<file path="config.mk">
export PLATFORM = sky130hd
export DESIGN_NAME = instr_encoder
export DESIGN_NICKNAME = d
export VERILOG_FILES = /design/src/rtl/instr_encoder.sv
export SDC_FILE = /design/constraint.sdc
export NUM_CORES = 1
export LEC_CHECK = 0
export CORE_MARGIN = 2
export CORE_UTILIZATION = 50
export DETAILED_ROUTE_END_ITERATION = 16
export PLACE_DENSITY = 0.79
export SLEW_MARGIN = 20
export SYNTH_ARGS = -nofsm -noshare
export SYNTH_HDL_FRONTEND = slang
export SYNTH_SLANG_ARGS = --single-unit
</file>
<file path="constraint.sdc">
create_clock -name clk -period 4.8 [get_ports clk]
set_input_delay 0.72 -clock clk [delete_from_list [all_inputs] [get_ports clk]]
set_output_delay 0.72 -clock clk [all_outputs]
set_load 0.05 [all_outputs]
</file>
<file path="src/rtl/instr_encoder.sv">
// RV32IMF instruction encoder: packs decoded fields back into a 32-bit word.
// Stage 1 classifies the opcode and range-checks the immediate; stage 2 packs
// the word. Unencodable bundles come out as a canonical NOP with out_err set.
module instr_encoder #(
  parameter int CNT_W = 16
) (
  input  logic             clk,
  input  logic             rst,
  input  logic             in_valid,
  output logic             in_ready,
  input  logic [6:0]       in_opcode,
  input  logic [4:0]       in_rd,
  input  logic [4:0]       in_rs1,
  input  logic [4:0]       in_rs2,
  input  logic [2:0]       in_funct3,
  input  logic [6:0]       in_funct7,
  input  logic [31:0]      in_imm,
  output logic             out_valid,
  input  logic             out_ready,
  output logic [31:0]      out_instr,
  output logic             out_err,
  output logic [CNT_W-1:0] enc_count,
  output logic [CNT_W-1:0] err_count
);

  localparam logic [2:0] FMT_I = 3'd0;
  localparam logic [2:0] FMT_S = 3'd1;
  localparam logic [2:0] FMT_B = 3'd2;
  localparam logic [2:0] FMT_U = 3'd3;
  localparam logic [2:0] FMT_J = 3'd4;
  localparam logic [2:0] FMT_R = 3'd5;
  localparam logic [2:0] FMT_X = 3'd6;

  localparam logic [31:0] NOP = 32'h0000_0013;

  // Goes high on the first clock after reset so in_ready is low while in reset.
  logic ready_q;

  logic        s1_valid_q;
  logic        s1_err_q;
  logic [2:0]  s1_fmt_q;
  logic [6:0]  s1_opcode_q;
  logic [4:0]  s1_rd_q;
  logic [4:0]  s1_rs1_q;
  logic [4:0]  s1_rs2_q;
  logic [2:0]  s1_funct3_q;
  logic [6:0]  s1_funct7_q;
  logic [31:0] s1_imm_q;

  logic        s2_valid_q;
  logic [31:0] s2_instr_q;
  logic        s2_err_q;

  logic [CNT_W-1:0] enc_count_q;
  logic [CNT_W-1:0] err_count_q;

  logic        s1_adv;
  logic        in_fire;
  logic        out_fire;
  logic [2:0]  fmt_d;
  logic        imm_ok;
  logic [31:0] pack_w;

  assign s1_adv   = !s2_valid_q || out_ready;
  assign in_ready = ready_q && (!s1_valid_q || s1_adv);
  assign in_fire  = in_valid && in_ready;
  assign out_fire = s2_valid_q && out_ready;

  assign out_valid = s2_valid_q;
  assign out_instr = s2_instr_q;
  assign out_err   = s2_err_q;
  assign enc_count = enc_count_q;
  assign err_count = err_count_q;

  // Classify the incoming opcode and check the immediate fits its format.
  always_comb begin
    fmt_d  = FMT_X;
    imm_ok = 1'b0;
    case (in_opcode)
      7'b0010011, 7'b0000011, 7'b1100111, 7'b0000111: begin
        fmt_d  = FMT_I;
        imm_ok = (&in_imm[31:11]) || !(|in_imm[31:11]);
      end
      7'b0100011, 7'b0100111: begin
        fmt_d  = FMT_S;
        imm_ok = (&in_imm[31:11]) || !(|in_imm[31:11]);
      end
      7'b1100011: begin
        fmt_d  = FMT_B;
        imm_ok = !in_imm[0] && ((&in_imm[31:12]) || !(|in_imm[31:12]));
      end
      7'b0110111, 7'b0010111: begin
        fmt_d  = FMT_U;
        imm_ok = !(|in_imm[11:0]);
      end
      7'b1101111: begin
        fmt_d  = FMT_J;
        imm_ok = !in_imm[0] && ((&in_imm[31:20]) || !(|in_imm[31:20]));
      end
      7'b0110011, 7'b1010011: begin
        fmt_d  = FMT_R;
        imm_ok = 1'b1;
      end
      default: begin
        fmt_d  = FMT_X;
        imm_ok = 1'b0;
      end
    endcase
  end

  // Pack the stage-1 fields into the RV32 bit layout of their format.
  always_comb begin
    pack_w = NOP;
    case (s1_fmt_q)
      FMT_I: pack_w = {s1_imm_q[11:0], s1_rs1_q, s1_funct3_q, s1_rd_q, s1_opcode_q};
      FMT_S: pack_w = {s1_imm_q[11:5], s1_rs2_q, s1_rs1_q, s1_funct3_q,
                       s1_imm_q[4:0], s1_opcode_q};
      FMT_B: pack_w = {s1_imm_q[12], s1_imm_q[10:5], s1_rs2_q, s1_rs1_q, s1_funct3_q,
                       s1_imm_q[4:1], s1_imm_q[11], s1_opcode_q};
      FMT_U: pack_w = {s1_imm_q[31:12], s1_rd_q, s1_opcode_q};
      FMT_J: pack_w = {s1_imm_q[20], s1_imm_q[10:1], s1_imm_q[11], s1_imm_q[19:12],
                       s1_rd_q, s1_opcode_q};
      FMT_R: pack_w = {s1_funct7_q, s1_rs2_q, s1_rs1_q, s1_funct3_q, s1_rd_q, s1_opcode_q};
      default: pack_w = NOP;
    endcase
    if (s1_err_q) begin
      pack_w = NOP;
    end
  end

  // Post-reset ready enable.
  always_ff @(posedge clk or posedge rst) begin
    if (rst) ready_q <= 1'b0;
    else     ready_q <= 1'b1;
  end

  // Stage 1: capture a bundle with its format and legality verdict.
  always_ff @(posedge clk or posedge rst) begin
    if (rst) begin
      s1_valid_q  <= 1'b0;
      s1_err_q    <= 1'b0;
      s1_fmt_q    <= FMT_X;
      s1_opcode_q <= '0;
      s1_rd_q     <= '0;
      s1_rs1_q    <= '0;
      s1_rs2_q    <= '0;
      s1_funct3_q <= '0;
      s1_funct7_q <= '0;
      s1_imm_q    <= '0;
    end else if (in_fire) begin
      s1_valid_q  <= 1'b1;
      s1_err_q    <= !imm_ok;
      s1_fmt_q    <= fmt_d;
      s1_opcode_q <= in_opcode;
      s1_rd_q     <= in_rd;
      s1_rs1_q    <= in_rs1;
      s1_rs2_q    <= in_rs2;
      s1_funct3_q <= in_funct3;
      s1_funct7_q <= in_funct7;
      s1_imm_q    <= in_imm;
    end else if (s1_adv) begin
      s1_valid_q  <= 1'b0;
    end
  end

  // Stage 2: output register, held stable while the consumer stalls.
  always_ff @(posedge clk or posedge rst) begin
    if (rst) begin
      s2_valid_q <= 1'b0;
      s2_instr_q <= '0;
      s2_err_q   <= 1'b0;
    end else if (s1_adv) begin
      s2_valid_q <= s1_valid_q;
      if (s1_valid_q) begin
        s2_instr_q <= pack_w;
        s2_err_q   <= s1_err_q;
      end
    end
  end

  // Saturating delivery statistics.
  always_ff @(posedge clk or posedge rst) begin
    if (rst) begin
      enc_count_q <= '0;
      err_count_q <= '0;
    end else if (out_fire) begin
      if (enc_count_q != '1) enc_count_q <= enc_count_q + 1'b1;
      if (s2_err_q && (err_count_q != '1)) err_count_q <= err_count_q + 1'b1;
    end
  end

endmodule

</file>
==> impl_metrics.env, run 1 <==
export IMPL_status="finished clean"
export IMPL_h_tree_depth=4
export IMPL_synth_top_family_by_area="simple AND/OR/NAND/NOR gates"
export IMPL_syn_inst=649
export IMPL_grt_antenna_before_repair=0
export IMPL_grt_pass1_vias=5293
export IMPL_setup_violations_final=0
export IMPL_tightest_slew_ns=0.986
export IMPL_worstHoldStart="s1_imm_q[13]"
export IMPL_io_buffers=134
export IMPL_first_pass_iters=7
export IMPL_fin_crit_sh=0.664
export IMPL_synth_compound_area_frac=0.113
export IMPL_area_delta_synth_final_pct=33.5
export IMPL_finalClockSkew_ns=0.00919
export IMPL_dieArea_mm2=0.0132
export IMPL_vias=5391
export IMPL_setup_tns_ns=0
export IMPL_setup_ws_ns=1.61
export IMPL_hold_depth=2
export IMPL_antenna_cells=0
export IMPL_cp_start_kind="input port"
export IMPL_p_sw_mw=1.00
export IMPL_synthXorXnorAreaFrac=0.0441
export IMPL_grtUsageTotal=0.252
export IMPL_drv_cap=0
export IMPL_yosysMostFrequentCell="nand2_1"
export IMPL_synth_top_area_frac=0.545
export IMPL_gp_congestion=0.873
export IMPL_pwr_share_comb=0.188
export IMPL_crit_path_start="out_ready"
export IMPL_final_util=0.684
export IMPL_crit_fanout=7
export IMPL_synthSimpleGateAreaFrac=0.240
export IMPL_leakagePower_nw=3.75
export IMPL_dp_slack_ns=1.61
export IMPL_die_h_um=115
export IMPL_cts_setup_buffers=0
export IMPL_grt_first_pass_wirelength_um=26100
export IMPL_cts_resized=0
export IMPL_grt_overflow=0
export IMPL_cp_required_ns=4.08
export IMPL_slew_violations=0
export IMPL_slew_headroom=0.343
export IMPL_min_period_ns=3.19
export IMPL_synth_edf_count=0
export IMPL_reg2reg_from="s1_fmt_q[0]"
export IMPL_cp_arrival_ns=2.47
export IMPL_syn_area_mm2=0.00616
export IMPL_rsz0062_at_grt="no"
export IMPL_yosys_area_share_adder=0.00407
export IMPL_root_buffer="clkbuf_16"
export IMPL_cts_sinks=136
export IMPL_core_mm2=0.0120
export IMPL_numCtsBuffers=17
export IMPL_hold_violations=0
export IMPL_synth_cell_types=46
export IMPL_min_delay_path_class="flip-flop to flip-flop"
export IMPL_clk_pin_slew_ns=0.06
export IMPL_cts_tree="built"
export IMPL_cts_hold_repair_buffers=0
export IMPL_drt_first_iter_violations=540
export IMPL_async_flop_share=1.00
export IMPL_drc=0
export IMPL_swShare=0.295
export IMPL_worstSetupEndpointType="output pin"
export IMPL_synth_area_per_cell_um2=9.49
export IMPL_finalNonFillerCells=935
export IMPL_clock_path_buffers=2
export IMPL_row_count=40
export IMPL_hpwl_um=11100
export IMPL_io_pins=135
export IMPL_start_util=0.513
export IMPL_synth_warnings=0
export IMPL_synth_top_cell_by_area="dfrtp_1"
export IMPL_max_freq_ghz=0.314
export IMPL_seqPwrFrac=0.411
export IMPL_finalPower_mw=3.41
export IMPL_path_class="input port to output pin"
export IMPL_synth_main_ff_cell="dfrtp_1"
export IMPL_synthTopCellsByArea="dfrtp_1 (54%), nand2_1 (14%), xnor2_1 (3.0%), a22o_1 (2.7%), o21ai_0 (1.9%)"
export IMPL_ir_drop_v=0.000200
export IMPL_routed_wl_um=15900
export IMPL_drive_gt1_frac=0.0723
export IMPL_grt_max_degree=76
export IMPL_reg2regPathDepth=4
export IMPL_synthMuxAreaShare=0.0213
export IMPL_layout_nets=845
export IMPL_synthTopCellsByCount="nand2_1 (231), dfrtp_1 (134), clkbuf_1 (24)"
export IMPL_powerDensity_mw_per_mm2=415
export IMPL_wl_per_cell_um=17.0
export IMPL_ys_seq_area_frac=0.553
export IMPL_vias_per_cell=5.77
export IMPL_p_int_mw=2.40
export IMPL_ant_nets=0
export IMPL_synth_seq_cells=136
export IMPL_syn_nets=719
export IMPL_fp_dieW_um=115
export IMPL_dpl_cell_count=903
export IMPL_insertion_delay_ns=0.42
export IMPL_p_clk_frac=0.401
-- cells by family (layout without fill, tap and decap cells) --
| logic type | Yosys count | count (layout) |
|---|---|---|
| flops | 136 | 136 |
| compound gates | 99 | 99 |
| mux | 12 | 12 |
| fa+ha+maj | 2 | 2 |
| other cells | 1 | 1 |
| xor+xnor | 31 | 31 |
| buf+inv | 36 | 175 |
| simple gates | 332 | 332 |
-- through the flow --
stage / instance area (µm²) / hold slack, ns
final: 8220 / 0.475
after global routing: 8220 / 0.497
after CTS: 8210 / 0.483
after detailed placement: 7590 / 0.463
after global placement: 7590 / 0.460
after floorplan: 6160 / 0.445
-- critical path, stage by stage --
cell and delay, ns:
clkdlybuf4s50_1 0.58, nand3b_1 0.18, and2_1 0.18, clkdlybuf4s50_1 0.81
-- power by group through the flow --
| stage | clock, mW | sequential (mW) | combinational (mW) |
|---|---|---|---|
| 2_1_floorplan | 0 | 1.53 | 0.274 |
| 3_3_place_gp | 0 | 1.41 | 0.620 |
| 3_5_place_dp | 0 | 1.41 | 0.638 |
| 4_1_cts | 1.38 | 1.40 | 0.642 |
| 5_1_grt | 1.44 | 1.42 | 0.699 |
| 6_report | 1.37 | 1.40 | 0.641 |
-- cell type report --
type	count	area, µm²
repair buffers	138	1370
clock buffers	20	447
inverters	5	21.3
well taps	147	184
multi-input cells	477	2610
clock inverters	12	175
flip-flops and latches	136	3410
fillers	933	3790
-- sequential cells by signal, summed over array words and instances, names as in the netlist --
| name | flops |
|---|---|
| s1_funct3_q | 3 |
| enc_count | 16 |
| out_instr | 32 |
| s1_fmt_q | 3 |
| s1_rs1_q | 5 |
| ready_q | 1 |
| out_err | 1 |
| out_valid | 1 |
| s1_funct7_q | 7 |
| s1_valid_q | 1 |
| s1_imm_q | 32 |
| s1_rs2_q | 5 |
| s1_opcode_q | 7 |
| s1_rd_q | 5 |
| s1_err_q | 1 |
| err_count | 16 |
-- metal layers --
layer	global-route usage	share of wire	up-vias
met5	0	0	-
met4	0.104	0.025	0
met3	0.0517	0.061	36
met2	0.414	0.50	232
met1	0.330	0.41	2634
li1	-	-	2489
-- cells in the final DEF (no fill, tap or decap), types with 5 or more instances in the layout --
master / instances
nand2_1: 229
dfrtp_1: 134
clkdlybuf4s50_1: 134
o21ai_0: 23
xnor2_1: 21
a22o_1: 19
nand3_1: 18
a21oi_1: 17
clkbuf_16: 17
nand4_1: 16
nor2_1: 14
a22oi_1: 14
xor2_1: 10
and3_1: 10
nor2b_1: 9
mux2_2: 9
nor4_1: 8
o22ai_1: 8
nor3_1: 5
-- path summary, 6_finish.rpt --
kind | end | slack, ns
worst min register to register | s1_imm_q[13] | 0.48
worst min-delay path | s1_imm_q[13] | 0.48
worst max register to register | out_instr[29] | 2.56
max in group asynchronous | enc_count[5] | 2.93
min in group asynchronous | err_count[10] | 0.86
worst max-delay path | in_ready | 1.61
(Power assumes the default switching activity.)
==> run 2: changes to the inputs <==
- clock period: 4.8 -> 3.1 ns (I/O delays scaled with it)
==> run 2 against run 1 <==
Compared with the run above:
- power up 53%
- worst hold slack better by 0.00073 ns
- setup slack worse by 0.73 ns
- sequential cell count unchanged
- non-clock buffer count up 5
- register-to-register slack worse by 1.6 ns
- sequential share of layout area down 0.31 points
==> impl_metrics.env, run 2 (synthesis gave the netlist of run 1 again) <==
export IMPL_cp_start_kind="flip-flop"
export IMPL_slowest_delay_ns=0.86
export IMPL_multi_input_area_mm2=0.00261
export IMPL_drv_cap=0
export IMPL_grt_antenna_before_repair=0
export IMPL_routed_wl_um=16100
export IMPL_crit_fanout=8
export IMPL_worstSetupEndpointType="output pin"
export IMPL_min_period_ns=2.22
export IMPL_ant_nets=0
export IMPL_regArea_mm2=0.00341
export IMPL_vias_per_cell=5.71
export IMPL_drc=0
export IMPL_cpLargestDelayFamily="buffers and inverters"
export IMPL_h_tree_depth=4
export IMPL_worst_path_buf_inv=1
export IMPL_wl_per_cell_um=17.1
export IMPL_hold_violations=0
export IMPL_drt_first_iter_violations=609
export IMPL_cts_resized=0
export IMPL_grtUsageTotal=0.253
export IMPL_io_pins=135
export IMPL_dieArea_mm2=0.0132
export IMPL_cts_setup_buffers=0
export IMPL_fp_dieW_um=115
export IMPL_grt_max_degree=48
export IMPL_final_common_cell="nand2_1"
export IMPL_hpwl_um=11400
export IMPL_cts_sinks=136
export IMPL_root_buffer="clkbuf_16"
export IMPL_p_sw_mw=1.53
export IMPL_ir_drop_v=0.000345
export IMPL_p_clk_frac=0.392
export IMPL_layout_nets=850
export IMPL_slew_headroom=0.338
export IMPL_setup_violations_final=0
export IMPL_setup_tns_ns=0
export IMPL_clock_path_buffers=2
export IMPL_cts_tree="built"
export IMPL_grt_overflow=0
export IMPL_leakagePower_nw=3.79
export IMPL_clk_pin_slew_ns=0.06
export IMPL_grt_first_pass_wirelength_um=26000
export IMPL_min_delay_path_class="flip-flop to flip-flop"
export IMPL_start_util=0.513
export IMPL_cp_arrival_ns=1.75
export IMPL_first_pass_iters=7
export IMPL_fin_crit_sh=0.715
export IMPL_numCtsBuffers=17
export IMPL_seqPwrFrac=0.416
export IMPL_cts_hold_repair_buffers=0
export IMPL_tightest_slew_ns=0.994
export IMPL_area_delta_synth_final_pct=34.5
export IMPL_core_mm2=0.0120
export IMPL_path_cells="clkdlybuf4s50_1"
export IMPL_rsz0062_at_grt="no"
export IMPL_crit_slowest_cell="clkdlybuf4s50_1"
export IMPL_layout_common_cells="nand2_1 (230), dfrtp_1 (134), clkdlybuf4s50_1 (133)"
export IMPL_finalClockSkew_ns=0.00527
export IMPL_pwr_share_comb=0.192
export IMPL_p_int_mw=3.69
export IMPL_row_count=40
export IMPL_status="finished clean"
export IMPL_placed_cell_area_mm2=0.00767
export IMPL_io_buffers=134
export IMPL_gp_congestion=0.858
export IMPL_cp_required_ns=2.63
export IMPL_grt_pass1_vias=5351
export IMPL_vias=5369
export IMPL_path_class="flip-flop to output pin"
export IMPL_powerDensity_mw_per_mm2=631
export IMPL_slew_violations=0
export IMPL_swShare=0.293
export IMPL_final_area_mm2=0.00828
export IMPL_drive_gt1_frac=0.0794
export IMPL_die_h_um=115
export IMPL_fillers=946
export IMPL_insertion_delay_ns=0.42
export IMPL_antenna_cells=0
export IMPL_max_freq_ghz=0.451
## run 2: cell types whose count changed in the layout (fill, tap and decap cells not counted), sizes merged
| cell | before | now |
|---|---|---|
| clkinvlp | 3 | 2 |
| bufinv | 4 | 2 |
| clkbuf | 20 | 25 |
| clkdlybuf4s50 | 134 | 133 |
| inv | 5 | 4 |
| buf | 4 | 10 |
| clkinv | 5 | 4 |
## run 2: final timing paths
| path | start | end | slack, ns | cells past startpoint |
|---|---|---|---|---|
| max | out_valid | out_valid | 0.88 | 1 |
| min | out_instr[13] | out_instr[13] | 0.48 | 2 |
| max reg2reg | s1_fmt_q[0] | out_instr[25] | 0.99 | 4 |
| min reg2reg | out_instr[13] | out_instr[13] | 0.48 | 2 |
| max in group asynchronous | rst | s1_fmt_q[2] | 1.90 | 3 |
| min in group asynchronous | rst | ready_q | 0.49 | 2 |
## run 2: routing by layer
metal	part of all wire	GRT usage	up-vias
li1	-	-	2497
met1	0.41	0.326	2597
met2	0.49	0.415	233
met3	0.066	0.0501	42
met4	0.028	0.118	0
met5	0	0	-
## run 2: area by class of cell
class / instances / area share
Tap cell: 147 / 0.0222
Sequential cell: 136 / 0.411
Clock inverter: 7 / 0.0106
Timing Repair Buffer: 143 / 0.174
Multi-Input combinational cell: 477 / 0.315
Inverter: 5 / 0.00272
Clock buffer: 25 / 0.0635
## run 2: power by group through the flow
stage                     Sequential (mW)  Clock [mW]  Combinational, mW
after global routing                 2.20        2.14               1.09
after CTS                            2.17        2.07               1.01
final                                2.17        2.05               1.00
after global placement               2.18           0              0.970
after detailed placement             2.20           0              0.998
after floorplan                      2.36           0              0.425
## run 2: through the flow
stage	worst slack [ns]	hold WS, ns	cells	total power [mW]	utilization
2_1_floorplan	0.943	0.445	649	2.79	-
3_3_place_gp	0.792	0.460	908	3.15	0.638
3_5_place_dp	0.705	0.463	908	3.20	0.638
4_1_cts	0.856	0.476	940	5.24	0.689
5_1_grt	0.805	0.499	940	5.43	0.689
6_report	0.883	0.476	940	5.22	0.689
## run 2: worst reg2reg max path, stage by stage (launching register included)
cell	delay [ns]
dfrtp_1	0.99
o21ai_0	0.49
nor2b_1	0.26
a21oi_1	0.15
a22o_1	0.16
==> run 3: changes to the inputs <==
- CORE_UTILIZATION: 50 -> 46
- PLACE_DENSITY: 0.79 -> 0.77
- clock period: 3.1 -> 1.9 ns (I/O delays scaled with it)
==> run 3 against run 2 <==
Compared with the run above:
- global-route usage is 0.39 points lower
- critical path type unchanged
- largest cell class unchanged
- critical path depth stayed put
- power is 70% higher
- first-iteration DRC count is 1.3% higher
- wire length is 6.8% higher
- sequential share of layout area is 1.9 points lower
- critical endpoint is now out_instr[17]
- non-clock buffer count is 40 higher
- sequential cell count stayed put
- highest routed layer unchanged
- die area is 8.4% higher
==> impl_metrics.env, run 3 (synthesis gave the netlist of run 1 again) <==
export IMPL_grt_pass1_vias=5671
export IMPL_dpl_cell_count=976
export IMPL_fin_crit_sh=0.987
export IMPL_finalClockSkew_ns=0.00659
export IMPL_layout_common_cells="nand2_1 (230), dfrtp_1 (133), clkdlybuf4s50_1 (76)"
export IMPL_grt_overflow=0
export IMPL_cts_sinks=136
export IMPL_vias=5608
export IMPL_clock_path_buffers=2
export IMPL_hpwl_um=12400
export IMPL_path_cells="clkdlybuf4s50_1"
export IMPL_dieArea_mm2=0.0143
export IMPL_path_class="flip-flop to output pin"
export IMPL_powerDensity_mw_per_mm2=1020
export IMPL_hold_violations=0
export IMPL_vias_per_cell=5.56
export IMPL_crit_slowest_cell="clkdlybuf4s50_1"
export IMPL_numCtsBuffers=17
export IMPL_cp_required_ns=1.62
export IMPL_tightest_slew_ns=0.785
export IMPL_setup_violations_final=0
export IMPL_finalNonFillerCells=1009
export IMPL_rsz0062_at_grt="no"
export IMPL_final_common_cell="nand2_1"
export IMPL_cts_hold_repair_buffers=0
export IMPL_first_pass_iters=5
export IMPL_antenna_cells=0
export IMPL_slowest_delay_ns=0.82
export IMPL_drv_cap=0
export IMPL_leakagePower_nw=4.41
export IMPL_multi_input_area_mm2=0.00262
export IMPL_area_delta_synth_final_pct=40.9
export IMPL_min_delay_path_class="input port to asynchronous set/reset pin"
export IMPL_fin_hold_ws_ns=0.243
export IMPL_slew_headroom=0.477
export IMPL_grtUsageTotal=0.249
export IMPL_wl_per_cell_um=17.0
export IMPL_h_tree_depth=4
export IMPL_cpLargestDelayFamily="buffers and inverters"
export IMPL_grt_antenna_before_repair=0
export IMPL_routed_wl_um=17200
export IMPL_grt_first_pass_wirelength_um=28300
export IMPL_row_count=42
export IMPL_crit_fanout=2
export IMPL_cts_tree="built"
export IMPL_status="finished clean"
export IMPL_cp_start_kind="flip-flop"
export IMPL_worstSetupEndpointType="output pin"
export IMPL_layout_nets=890
export IMPL_start_util=0.469
export IMPL_drc=0
export IMPL_fillers=998
export IMPL_io_buffers=134
export IMPL_max_freq_ghz=0.533
export IMPL_regArea_mm2=0.00341
export IMPL_min_period_ns=1.87
export IMPL_io_pins=135
export IMPL_root_buffer="clkbuf_16"
export IMPL_drt_first_iter_violations=617
export IMPL_drive_gt1_frac=0.143
export IMPL_r2r_slack_ns=0.11
export IMPL_ir_drop_v=0.000600
export IMPL_insertion_delay_ns=0.42
export IMPL_ant_nets=0
export IMPL_gp_congestion=0.921
export IMPL_core_mm2=0.0131
export IMPL_fp_dieW_um=120
export IMPL_cp_arrival_ns=1.59
export IMPL_die_h_um=120
export IMPL_worst_path_buf_inv=1
export IMPL_clk_pin_slew_ns=0.06
export IMPL_slew_violations=0
export IMPL_grt_max_degree=37
==> run 3: cell count changes in the layout (fill, tap and decap cells not counted), sizes merged, moves of 3 or more <==
| cell | delta |
|---|---|
| buf | +52 |
| clkbuf | -5 |
| bufinv | +3 |
| dlygate4sd2 | +30 |
| clkdlybuf4s50 | -57 |
| dlymetal6s2s | +15 |
==> run 3: per-stage QoR <==
stage,cell area [µm²],utilization,setup WS (ns),setup TNS (ns),power [mW]
detailed placement,8000,0.609,-0.102,-1.85,5.34
global placement,8000,0.609,-0.0999,-1.13,5.27
finish,8680,0.660,0.0255,0,8.87
floorplan,6160,-,-0.210,-11.94,4.55
global route,8680,0.660,0.00225,0,9.21
CTS,8630,0.657,0.000788,0,8.87
==> run 3: timing repair <==
item	in CTS	in global routing
setup buffers	1	0
pin swaps	1	2
setup endpoints to repair	31	23
resized for setup	30	18
==> run 3: power breakdown <==
part,internal [mW],switching [mW]
clock network,2.39,1.22
registers,3.22,0.292
logic,0.668,1.07
==> run 3: layout make-up <==
class | instances | share of cell area
Sequential cell | 136 | 0.393
Multi-Input combinational cell | 477 | 0.302
Timing Repair Buffer | 183 | 0.202
Clock buffer | 20 | 0.0526
Tap cell | 176 | 0.0254
Clock inverter | 12 | 0.0228
Inverter | 5 | 0.00260
==> run 3: worst paths after layout <==
path                               start            end  cells after the start
setup / recovery           out_instr[17]  out_instr[17]                      1
hold / removal                       rst        out_err                      2
setup reg to reg             s1_fmt_q[1]  out_instr[22]                      5
hold reg to reg              s1_imm_q[9]    s1_imm_q[9]                      2
max in group asynchronous            rst    s1_fmt_q[0]                      3
min in group clk               in_rs1[2]    s1_rs1_q[2]                      3
==> run 3: metal layers <==
| metal | part of all wire | vias up | wire (µm) | track usage |
|---|---|---|---|---|
| met5 | 0 | - | 0 | 0 |
| met4 | 0.021 | 0 | 357 | 0.0926 |
| met3 | 0.065 | 30 | 1110 | 0.0513 |
| met2 | 0.49 | 244 | 8450 | 0.405 |
| met1 | 0.42 | 2742 | 7230 | 0.332 |
| li1 | - | 2592 | - | - |
